## config.mk

```make
export PLATFORM = sky130hd
export DESIGN_NAME = drive_sequencer
export DESIGN_NICKNAME = d
export VERILOG_FILES = /design/src/rtl/drive_pkg.sv /design/src/rtl/pwm_slew_channel.sv /design/src/rtl/drive_sequencer.sv
export SDC_FILE = /design/constraint.sdc
export NUM_CORES = 1
export LEC_CHECK = 0
export CAP_MARGIN = 15
export CORE_ASPECT_RATIO = 1.4
export CORE_MARGIN = 2
export CORE_UTILIZATION = 65
export DETAILED_ROUTE_END_ITERATION = 7
export GPL_TIMING_DRIVEN = 0
export PLACE_DENSITY = 0.88
export REMOVE_ABC_BUFFERS = 1
export SLEW_MARGIN = 20
export SYNTH_ARGS = -nofsm -noshare
export SYNTH_HDL_FRONTEND = slang
export SYNTH_HIERARCHICAL = 1
export SYNTH_SLANG_ARGS = --single-unit
```

## constraint.sdc

```tcl
create_clock -name clk -period 11.17 [get_ports clk]
set_input_delay 2.234 -clock clk [delete_from_list [all_inputs] [get_ports clk]]
set_output_delay 2.234 -clock clk [all_outputs]
set_load 0.05 [all_outputs]
```

## src/rtl/drive_pkg.sv

```systemverilog
`default_nettype none
// ============================================================================
// Module      : drive_pkg
// Description : Shared encodings for the drive sequencer: FSM states,
//               steering/junction command codes and H-bridge patterns.
// Revision    : 1.0 - initial release
// ============================================================================
package drive_pkg;

    localparam logic [1:0] c_ST_DRIVE     = 2'b00;
    localparam logic [1:0] c_ST_COLLISION = 2'b01;
    localparam logic [1:0] c_ST_JUNCTION  = 2'b10;
    localparam logic [1:0] c_ST_CLEAR     = 2'b11;

    localparam logic [1:0] c_TURN_PROCEED = 2'b00;
    localparam logic [1:0] c_TURN_LEFT    = 2'b01;
    localparam logic [1:0] c_TURN_RIGHT   = 2'b10;
    localparam logic [1:0] c_TURN_STOP    = 2'b11;

    localparam logic [1:0] c_DEG_NONE     = 2'b00;
    localparam logic [1:0] c_DEG_VEER     = 2'b01;
    localparam logic [1:0] c_DEG_HARD     = 2'b10;
    localparam logic [1:0] c_DEG_PIVOT    = 2'b11;

    localparam logic [2:0] c_TD_STOP      = 3'd0;
    localparam logic [2:0] c_TD_STRAIGHT  = 3'd1;
    localparam logic [2:0] c_TD_LEFT      = 3'd2;
    localparam logic [2:0] c_TD_RIGHT     = 3'd3;
    localparam logic [2:0] c_TD_BACK      = 3'd4;

    localparam logic [3:0] c_HB_STRAIGHT  = 4'b0101;
    localparam logic [3:0] c_HB_LEFT      = 4'b0110;
    localparam logic [3:0] c_HB_RIGHT     = 4'b1001;
    localparam logic [3:0] c_HB_STOP      = 4'b0000;

    // Reversed orientation swaps the role of both bridges; STOP stays STOP.
    function automatic logic [3:0] orient(input logic [3:0] pat, input logic rev);
        return (rev && (pat != c_HB_STOP)) ? ~pat : pat;
    endfunction

endpackage
`default_nettype wire

```

## src/rtl/pwm_slew_channel.sv

```systemverilog
`default_nettype none
// ============================================================================
// Module      : pwm_slew_channel
// Description : One motor channel: target hold, duty slew limiter and PWM
//               compare against a shared free-running counter.
// Revision    : 1.0 - initial release
// ============================================================================
module pwm_slew_channel #(
    parameter int PWM_W     = 8,
    parameter int RAMP_DIV  = 1000,
    parameter int RAMP_STEP = 4
) (
    input  logic             clk,
    input  logic             rst,
    input  logic [PWM_W-1:0] i_pwm_cnt,
    input  logic             i_tgt_load,
    input  logic [PWM_W-1:0] i_tgt,
    input  logic             i_force_zero,
    output logic             o_en
);

    localparam int c_DIV_W = (RAMP_DIV > 1) ? $clog2(RAMP_DIV) : 1;

    logic [PWM_W-1:0] r_tgt;
    logic [PWM_W-1:0] r_duty;
    logic             r_en;
    logic [PWM_W-1:0] w_eff;
    logic [PWM_W:0]   w_sum;
    logic [PWM_W-1:0] w_duty_nxt;
    logic             w_tick;

    // Forced zero leaves the stored target intact so a held command resumes.
    assign w_eff = i_force_zero ? '0 : (i_tgt_load ? i_tgt : r_tgt);
    assign w_sum = {1'b0, r_duty} + (PWM_W+1)'(RAMP_STEP);

    generate
        if (RAMP_DIV == 0) begin : g_no_ramp
            assign w_tick = 1'b0;
        end else begin : g_ramp
            logic [c_DIV_W-1:0] r_div;
            assign w_tick = (r_div == c_DIV_W'(RAMP_DIV - 1));
            always_ff @(posedge clk) begin
                if (rst)         r_div <= '0;
                else if (w_tick) r_div <= '0;
                else             r_div <= r_div + 1'b1;
            end
        end
    endgenerate

    always_comb begin
        w_duty_nxt = r_duty;
        if ((RAMP_DIV == 0) || (w_eff == '0) || (w_eff < r_duty))
            w_duty_nxt = w_eff;
        else if (w_tick)
            w_duty_nxt = (w_sum >= {1'b0, w_eff}) ? w_eff : w_sum[PWM_W-1:0];
    end

    always_ff @(posedge clk) begin
        if (rst) begin
            r_tgt  <= '0;
            r_duty <= '0;
            r_en   <= 1'b0;
        end else begin
            if (i_tgt_load) r_tgt <= i_tgt;
            r_duty <= w_duty_nxt;
            r_en   <= (i_pwm_cnt < r_duty);
        end
    end

    assign o_en = r_en;

endmodule
`default_nettype wire

```

## src/rtl/drive_sequencer.sv

```systemverilog
`default_nettype none
// ============================================================================
// Module      : drive_sequencer
// Description : Steering/junction sequencer for the dual H-bridge with
//               collision debounce, resume and slew-limited PWM enables.
// Revision    : 1.0 - initial release
// ============================================================================
module drive_sequencer
    import drive_pkg::*;
#(
    parameter int PWM_W            = 8,
    parameter int CNT_W            = 27,
    parameter int JNC_STRAIGHT_CYC = 5_000_000,
    parameter int JNC_TURN_CYC     = 75_000_000,
    parameter int JNC_BACK_CYC     = 50_000_000,
    parameter int COL_CLEAR_CYC    = 1_000_000,
    parameter int RAMP_DIV         = 1000,
    parameter int RAMP_STEP        = 4
) (
    input  logic             clk,
    input  logic             rst,
    input  logic             col_n,
    input  logic [3:0]       dir_control,
    input  logic [2:0]       td_dir,
    input  logic [PWM_W-1:0] duty_full,
    input  logic [PWM_W-1:0] duty_veer,
    input  logic [PWM_W-1:0] duty_hard,
    input  logic [PWM_W-1:0] duty_ninety,
    input  logic [PWM_W-1:0] duty_ninety_fast,
    output logic [3:0]       hb_in,
    output logic             hb_en_a,
    output logic             hb_en_b,
    output logic [1:0]       drive_state,
    output logic             drive_rev,
    output logic             jnc_done
);

    localparam int               c_CLR_W     = $clog2(COL_CLEAR_CYC + 1);
    localparam logic [CNT_W-1:0] c_STRAIGHT  = CNT_W'(JNC_STRAIGHT_CYC);
    localparam logic [CNT_W-1:0] c_TURN      = CNT_W'(JNC_TURN_CYC);
    localparam logic [CNT_W-1:0] c_BACK      = CNT_W'(JNC_BACK_CYC);
    localparam logic [c_CLR_W-1:0] c_CLR_LAST = c_CLR_W'(COL_CLEAR_CYC - 1);

    logic [1:0]         r_state, r_ret, w_state_nxt, w_ret_nxt;
    logic               r_rev, w_rev_nxt, r_done, w_done_nxt, w_exit;
    logic [CNT_W-1:0]   r_cnt, w_cnt_nxt;
    logic [c_CLR_W-1:0] r_clr, w_clr_nxt;
    logic [3:0]         r_hb, w_pat;
    logic               w_pat_load, w_tgt_load, w_zero;
    logic [PWM_W-1:0]   w_tgt_a, w_tgt_b, r_pwm_cnt;
    logic [1:0]         w_turn, w_deg;

    assign w_turn = dir_control[3:2];
    assign w_deg  = dir_control[1:0];

    always_comb begin
        w_state_nxt = r_state;
        w_ret_nxt   = r_ret;
        w_rev_nxt   = r_rev;
        w_cnt_nxt   = r_cnt;
        w_clr_nxt   = r_clr;
        w_done_nxt  = 1'b0;
        w_exit      = 1'b0;
        w_pat_load  = 1'b0;
        w_pat       = c_HB_STOP;
        w_tgt_load  = 1'b0;
        w_tgt_a     = '0;
        w_tgt_b     = '0;
        w_zero      = 1'b0;
        case (r_state)
            c_ST_DRIVE: begin
                w_tgt_load = (w_deg != c_DEG_NONE) || (w_turn == c_TURN_STOP)
                             || (w_turn == c_TURN_PROCEED);
                if (w_turn == c_TURN_PROCEED) w_tgt_load = (w_deg == c_DEG_NONE);
                w_pat_load = w_tgt_load;
                case (w_turn)
                    c_TURN_PROCEED: begin
                        w_tgt_a = duty_full; w_tgt_b = duty_full; w_pat = c_HB_STRAIGHT;
                    end
                    c_TURN_LEFT: begin
                        case (w_deg)
                            c_DEG_VEER:  begin w_tgt_a = duty_veer;   w_tgt_b = duty_full;        w_pat = c_HB_STRAIGHT; end
                            c_DEG_HARD:  begin w_tgt_a = duty_veer;   w_tgt_b = duty_hard;        w_pat = c_HB_LEFT;     end
                            c_DEG_PIVOT: begin w_tgt_a = duty_ninety; w_tgt_b = duty_ninety_fast; w_pat = c_HB_LEFT;     end
                            default: ;
                        endcase
                    end
                    c_TURN_RIGHT: begin
                        case (w_deg)
                            c_DEG_VEER:  begin w_tgt_a = duty_full;        w_tgt_b = duty_veer;   w_pat = c_HB_STRAIGHT; end
                            c_DEG_HARD:  begin w_tgt_a = duty_hard;        w_tgt_b = duty_veer;   w_pat = c_HB_RIGHT;    end
                            c_DEG_PIVOT: begin w_tgt_a = duty_ninety_fast; w_tgt_b = duty_ninety; w_pat = c_HB_RIGHT;    end
                            default: ;
                        endcase
                    end
                    default: begin
                        w_state_nxt = c_ST_JUNCTION;
                        w_cnt_nxt   = '0;
                    end
                endcase
            end
            c_ST_JUNCTION: begin
                w_cnt_nxt = r_cnt + 1'b1;
                case (td_dir)
                    c_TD_STOP: begin
                        w_tgt_load = 1'b1; w_pat_load = 1'b1;
                    end
                    c_TD_STRAIGHT, c_TD_BACK: begin
                        if (r_cnt < ((td_dir == c_TD_BACK) ? c_BACK : c_STRAIGHT)) begin
                            w_tgt_load = 1'b1; w_pat_load = 1'b1;
                            w_tgt_a = duty_full; w_tgt_b = duty_full; w_pat = c_HB_STRAIGHT;
                        end else begin
                            w_exit    = 1'b1;
                            w_rev_nxt = (td_dir == c_TD_BACK) ? ~r_rev : 1'b0;
                        end
                    end
                    c_TD_LEFT, c_TD_RIGHT: begin
                        w_tgt_load = 1'b1; w_pat_load = 1'b1;
                        if (r_cnt < c_TURN) begin
                            w_tgt_a = (td_dir == c_TD_LEFT) ? duty_ninety : duty_ninety_fast;
                            w_tgt_b = (td_dir == c_TD_LEFT) ? duty_ninety_fast : duty_ninety;
                            w_pat   = (td_dir == c_TD_LEFT) ? c_HB_LEFT : c_HB_RIGHT;
                        end else if (w_turn == c_TURN_STOP) begin
                            w_tgt_a = duty_full; w_tgt_b = duty_full; w_pat = c_HB_STRAIGHT;
                        end else begin
                            w_tgt_load = 1'b0; w_pat_load = 1'b0; w_exit = 1'b1;
                        end
                    end
                    default: begin
                        w_exit    = 1'b1;
                        w_rev_nxt = 1'b0;
                    end
                endcase
                if (w_exit) begin
                    w_state_nxt = c_ST_DRIVE;
                    w_cnt_nxt   = '0;
                    w_done_nxt  = 1'b1;
                end
            end
            c_ST_COLLISION: begin
                w_zero    = 1'b1;
                w_clr_nxt = '0;
                if (col_n) w_state_nxt = c_ST_CLEAR;
            end
            default: begin
                w_zero = 1'b1;
                if (!col_n) begin
                    w_state_nxt = c_ST_COLLISION;
                    w_clr_nxt   = '0;
                end else if (r_clr == c_CLR_LAST) begin
                    w_state_nxt = r_ret;
                    w_clr_nxt   = '0;
                end else begin
                    w_clr_nxt = r_clr + 1'b1;
                end
            end
        endcase
        // An obstacle pre-empts everything: freeze the manoeuvre where it is.
        if (!col_n && ((r_state == c_ST_DRIVE) || (r_state == c_ST_JUNCTION))) begin
            w_state_nxt = c_ST_COLLISION;
            w_ret_nxt   = r_state;
            w_rev_nxt   = r_rev;
            w_cnt_nxt   = r_cnt;
            w_clr_nxt   = '0;
            w_done_nxt  = 1'b0;
            w_pat_load  = 1'b0;
            w_tgt_load  = 1'b0;
            w_zero      = 1'b1;
        end
    end

    always_ff @(posedge clk) begin
        if (rst) begin
            r_state   <= c_ST_DRIVE;
            r_ret     <= c_ST_DRIVE;
            r_rev     <= 1'b0;
            r_cnt     <= '0;
            r_clr     <= '0;
            r_hb      <= c_HB_STOP;
            r_done    <= 1'b0;
            r_pwm_cnt <= '0;
        end else begin
            r_state   <= w_state_nxt;
            r_ret     <= w_ret_nxt;
            r_rev     <= w_rev_nxt;
            r_cnt     <= w_cnt_nxt;
            r_clr     <= w_clr_nxt;
            r_done    <= w_done_nxt;
            r_pwm_cnt <= r_pwm_cnt + 1'b1;
            if (w_pat_load) r_hb <= orient(w_pat, r_rev);
        end
    end

    pwm_slew_channel #(.PWM_W(PWM_W), .RAMP_DIV(RAMP_DIV), .RAMP_STEP(RAMP_STEP)) u_chan_a (
        .clk          (clk),
        .rst          (rst),
        .i_pwm_cnt    (r_pwm_cnt),
        .i_tgt_load   (w_tgt_load),
        .i_tgt        (w_tgt_a),
        .i_force_zero (w_zero),
        .o_en         (hb_en_a)
    );

    pwm_slew_channel #(.PWM_W(PWM_W), .RAMP_DIV(RAMP_DIV), .RAMP_STEP(RAMP_STEP)) u_chan_b (
        .clk          (clk),
        .rst          (rst),
        .i_pwm_cnt    (r_pwm_cnt),
        .i_tgt_load   (w_tgt_load),
        .i_tgt        (w_tgt_b),
        .i_force_zero (w_zero),
        .o_en         (hb_en_b)
    );

    assign hb_in       = r_hb;
    assign drive_state = r_state;
    assign drive_rev   = r_rev;
    assign jnc_done    = r_done;

endmodule
`default_nettype wire

```

==> reports/qor.tcl <==
set qor(status) {finished clean}
set qor(cts_hold_buf) 0
set qor(cts.path.max_buffers) 2
set qor(floorplan.rows) 50
set qor(drive_gt1_share_pct) 6.03
set qor(overflow) 0
set qor(drcViolationCount) 0
set qor(dieHeight_um) 141
set qor(maxSlewHeadroom_pct) 30.6
set qor(routed_via_density) 6.43
set qor(setup_repair_after_global_routing_missed_its_margin) {no}
set qor(power.leakage_nw) 3.60
set qor(number_of_antenna_violations_at_the_first_check_in_global_routing) 4
set qor(placement.io_buffers) 59
set qor(critPathRequiredTime_ns) 11.48
set qor(combinational_family_with_the_most_area_after_synthesis) {simple AND/OR/NAND/NOR gates}
set qor(groute.usage.overall_pct) 34.0
set qor(synth_edf_count) 0
set qor(max_cap_viol_count) 0
set qor(syn_to_final_growth_pct) 12.0
set qor(stdcell_area_um2) 9810
set qor(floorplan.initialDensity_pct) 66.1
set qor(first_global_vias) 8247
set qor(hold_slack_ns) 0.463
set qor(tritoncts) {done}
set qor(critPathCapture) {u_chan_a/r_duty[5]$_SDFFE_PP0P_}
set qor(hold_viol_final) 0
set qor(worstSetupPathType) {in2reg}
set qor(min-delay-path-class) {reg2reg}
set qor(worst_tran_pin_value_ns) 1.04
set qor(cts_buffers) 17
set qor(worstSkewPairLatency_ns) 0.42
set qor(finalClockSkew_ns) 0.00740
set qor(grt_pass1_wl_mm) 39.2
set qor(timing.critical_path.from_type) {input port}
set qor(fp.dieArea_um2) 14400
set qor(avgSynthCellArea_um2) 7.71
set qor(postCtsResizedCells) 0
set qor(timing.critical_path.to_type) {flop}
set qor(final.setup.tns_ns) 0
set qor(wl_mm) 24.0
set qor(synth-async-reset-ratio_pct) 0
set qor(detail_route.wl_per_cell_um) 17.9
set qor(ff2ff_path_depth) 16
set qor(share_of_synthesized_area_spent_on_multiplexers_pct) 2.08
set qor(synthXorXnorAreaFrac_pct) 5.80
set qor(timing.critical_path.arrival_ns) 8.98
set qor(synth.yosys.seq_area_share_pct) 27.2
set qor(finalWorstSetupSlack_ns) 2.50
set qor(core-area_um2) 13300
set qor(cts_root_buffer) {sky130_fd_sc_hd__clkbuf_16}
set qor(timing.final.max_slew_violations) 0
set qor(mappedNetlistArea_um2) 8760
set qor(syn-instance-count) 1136
set qor(dominantRegCellSynth) {sky130_fd_sc_hd__dfxtp_1}
set qor(grt_start_max_net_pins) 59
set qor(power_density_nw_per_um2) 119
set qor(finalSetupViolCount) 0
set qor(vias) 8653
set qor(gp_congestion) 0.894
set qor(number_of_top_level_design_ports) 60
set qor(clk_transition_reported_paths_ns) 0.05
set qor(area_fraction_in_compound_gates_after_synthesis_pct) 21.4
set qor(dpl.hpwl_mm) 16.7
set qor(place_inst) 1313
set qor(crit_path_start) {td_dir[2]}
set qor(htree_levels) 4
set qor(max_clock_freq_mhz) 115
set qor(postPlaceCellArea_um2) 9250
set qor(worstPathMaxFanout) 18
set qor(ys.warnings.count) 6
set qor(die_w_um) 102
set qor(irDropWorstVdd_mv) 0.142
set qor(dr.first_iter.drc_count) 588
set qor(regToRegEndpoint) {u_chan_a/r_duty[5]$_SDFFE_PP0P_}
set qor(share_of_synthesized_cell_area_in_and_or_nand_and_nor_gates_pct) 27.5
set qor(synth-seq-cells) 119
set qor(post-cts-setup-buffers) 0
set qor(crit-reg2reg-launch) {r_cnt[15]$_SDFFE_PP0P_}
set qor(numClockSinks) 119
set qor(final_net_count) 1268
set qor(final.min_clock_period_ns) 8.67
set qor(dpl_ws_ns) 1.86
set qor(final_cells) 1345
set qor(post-route-period-util_pct) 77.6
set qor(worst-r2r-setup-slack_ns) 5.47
set qor(ant_nets) 0
set qor(initial_drt_pass_iterations) 8
set qor(synth_cell_type_count) 95
set qor(synthAdderAreaFrac_pct) 9.71
placed cells by master, fill, tap and decap left out, drive strengths merged, types with 4 or more instances in the layout:
| master | netlist | routed |
|---|---|---|
| o21ai | 36 | 36 |
| clkbuf | 41 | 21 |
| xnor2 | 26 | 26 |
| a31oi | 11 | 11 |
| nand3 | 57 | 57 |
| a21o | 9 | 9 |
| nand4b | 6 | 6 |
| and4 | 5 | 5 |
| a21boi | 4 | 4 |
| o211ai | 8 | 8 |
| nor3 | 52 | 52 |
| a22oi | 26 | 26 |
| xor2 | 32 | 32 |
| nor3b | 6 | 6 |
| o2111ai | 5 | 5 |
| a21oi | 82 | 82 |
| nand4 | 19 | 19 |
| or3 | 7 | 7 |
| nand2b | 9 | 9 |
| inv | 50 | 50 |
| or4 | 4 | 4 |
| a222oi | 8 | 8 |
| a211oi | 8 | 8 |
| mux2i | 16 | 16 |
| and3 | 15 | 15 |
| or2 | 10 | 10 |
| a311oi | 12 | 12 |
| nand2 | 116 | 116 |
| nor2b | 8 | 8 |
| and2 | 6 | 6 |
| nor2 | 143 | 143 |
| o22ai | 17 | 17 |
| ha | 68 | 68 |
| dfxtp | 119 | 119 |
| clkinv | 1 | 7 |
| clkdlybuf4s50 | 0 | 58 |
| nor4 | 16 | 16 |
routing by layer:
| layer | part of all wire, % | vias to the layer above | track usage, % |
|---|---|---|---|
| met2 | 50 | 386 | 57.3 |
| met4 | 4.0 | 4 | 19.0 |
| li1 | - | 4163 | - |
| met5 | 0.11 | - | 0 |
| met1 | 37 | 4015 | 37.4 |
| met3 | 8.7 | 85 | 10.5 |
cell families (layout without fill, tap and decap cells):
group                    after synthesis  after routing
AO/OA/AOI/OAI                        270            270
XOR/XNOR                              58             58
other                                  0              2
adder cells (fa/ha/maj)               68             68
multiplexers                          18             18
AND/OR/NAND/NOR                      486            486
flip-flops                           119            119
buffers and inverters                117            142
how the worst min path moves through the flow:
stage / start / to / slack, ns / depth (start not counted)
after floorplan: u_chan_b/g_ramp.r_div[0]$_SDFF_PP0_ / u_chan_b/g_ramp.r_div[0]$_SDFF_PP0_ / 0.42 / 1
after global placement: u_chan_b/g_ramp.r_div[0]$_SDFF_PP0_ / u_chan_b/g_ramp.r_div[0]$_SDFF_PP0_ / 0.43 / 1
after detailed placement: r_ret[0]$_SDFFE_PP0P_ / r_ret[0]$_SDFFE_PP0P_ / 0.45 / 1
after CTS: r_ret[0]$_SDFFE_PP0P_ / r_ret[0]$_SDFFE_PP0P_ / 0.46 / 1
after global routing: u_chan_a/g_ramp.r_div[0]$_SDFF_PP0_ / u_chan_a/g_ramp.r_div[0]$_SDFF_PP0_ / 0.48 / 1
final: u_chan_a/g_ramp.r_div[0]$_SDFF_PP0_ / u_chan_a/g_ramp.r_div[0]$_SDFF_PP0_ / 0.46 / 1
synth_stat cells (all sizes together) (6+ instances only):
master	instances	share of area, %
o22ai	17	1.2
and2	6	0.43
a31oi	11	0.96
nor3	52	3.1
xor2	32	3.2
ha	68	9.7
o21ai	36	2.1
dfxtp	119	27
and3	15	1.1
nor3b	6	0.70
nand4	19	1.4
or2	10	0.71
nor2	143	6.2
mux2i	16	1.8
nand4b	6	0.60
a21oi	82	4.8
o211ai	8	0.69
or3	7	0.51
nand2	116	5.0
xnor2	26	2.6
nor4	16	1.6
a22oi	26	2.2
nand3	57	3.3
nor2b	8	0.66
nand2b	9	0.73
a211oi	8	0.69
clkbuf	41	1.8
buf	23	1.9
a311oi	12	1.3
a222oi	8	0.91
inv	50	2.1
a21o	9	0.77
registers in the layout, summed over array words and instances, names as in the netlist, 10 cells and up:
register / cells
u_chan_b/g_ramp.r_div: 10
r_clr: 20
u_chan_a/g_ramp.r_div: 10
r_cnt: 27
critical path, cell delays in order:
cell	delay [ns]
sky130_fd_sc_hd__clkdlybuf4s50_1	0.73
sky130_fd_sc_hd__nor3b_2	0.49
sky130_fd_sc_hd__inv_1	0.36
sky130_fd_sc_hd__ha_1	0.41
sky130_fd_sc_hd__a21oi_1	0.21
sky130_fd_sc_hd__a21oi_1	0.10
sky130_fd_sc_hd__o21ai_0	0.37
sky130_fd_sc_hd__a31oi_4	0.21
sky130_fd_sc_hd__nor2_2	0.62
sky130_fd_sc_hd__a22oi_1	0.20
sky130_fd_sc_hd__o22ai_1	0.37
sky130_fd_sc_hd__mux2i_1	0.19
sky130_fd_sc_hd__or2_2	0.35
sky130_fd_sc_hd__ha_1	0.31
sky130_fd_sc_hd__a21oi_1	0.16
sky130_fd_sc_hd__o21ai_0	0.11
sky130_fd_sc_hd__a221oi_1	0.23
sky130_fd_sc_hd__a21boi_1	0.39
sky130_fd_sc_hd__and2_1	0.50
sky130_fd_sc_hd__nor4_1	0.10
sky130_fd_sc_hd__a311o_1	0.32
through the flow:
step,util (%),total power [mW]
floorplan,-,0.589
global placement,69.5,0.658
detailed placement,69.8,0.663
CTS,73.8,1.16
global route,74.0,1.21
finish,74.0,1.17
report_power, final:
group          switching [mW]  internal (mW)
clock network           0.192          0.312
logic                   0.134         0.0830
registers              0.0101          0.435
layout make-up:
| type | count | area [um2] |
|---|---|---|
| diodes | 2 | 5.00 |
| clock buffers | 21 | 460 |
| clock inverters | 9 | 78.8 |
| fillers | 1003 | 3450 |
| inverters | 51 | 191 |
| multi-input cells | 900 | 5840 |
| flip-flops and latches | 119 | 2380 |
| well taps | 182 | 228 |
| repair buffers | 61 | 623 |
No activity file was read; power rests on OpenSTA's default activity.
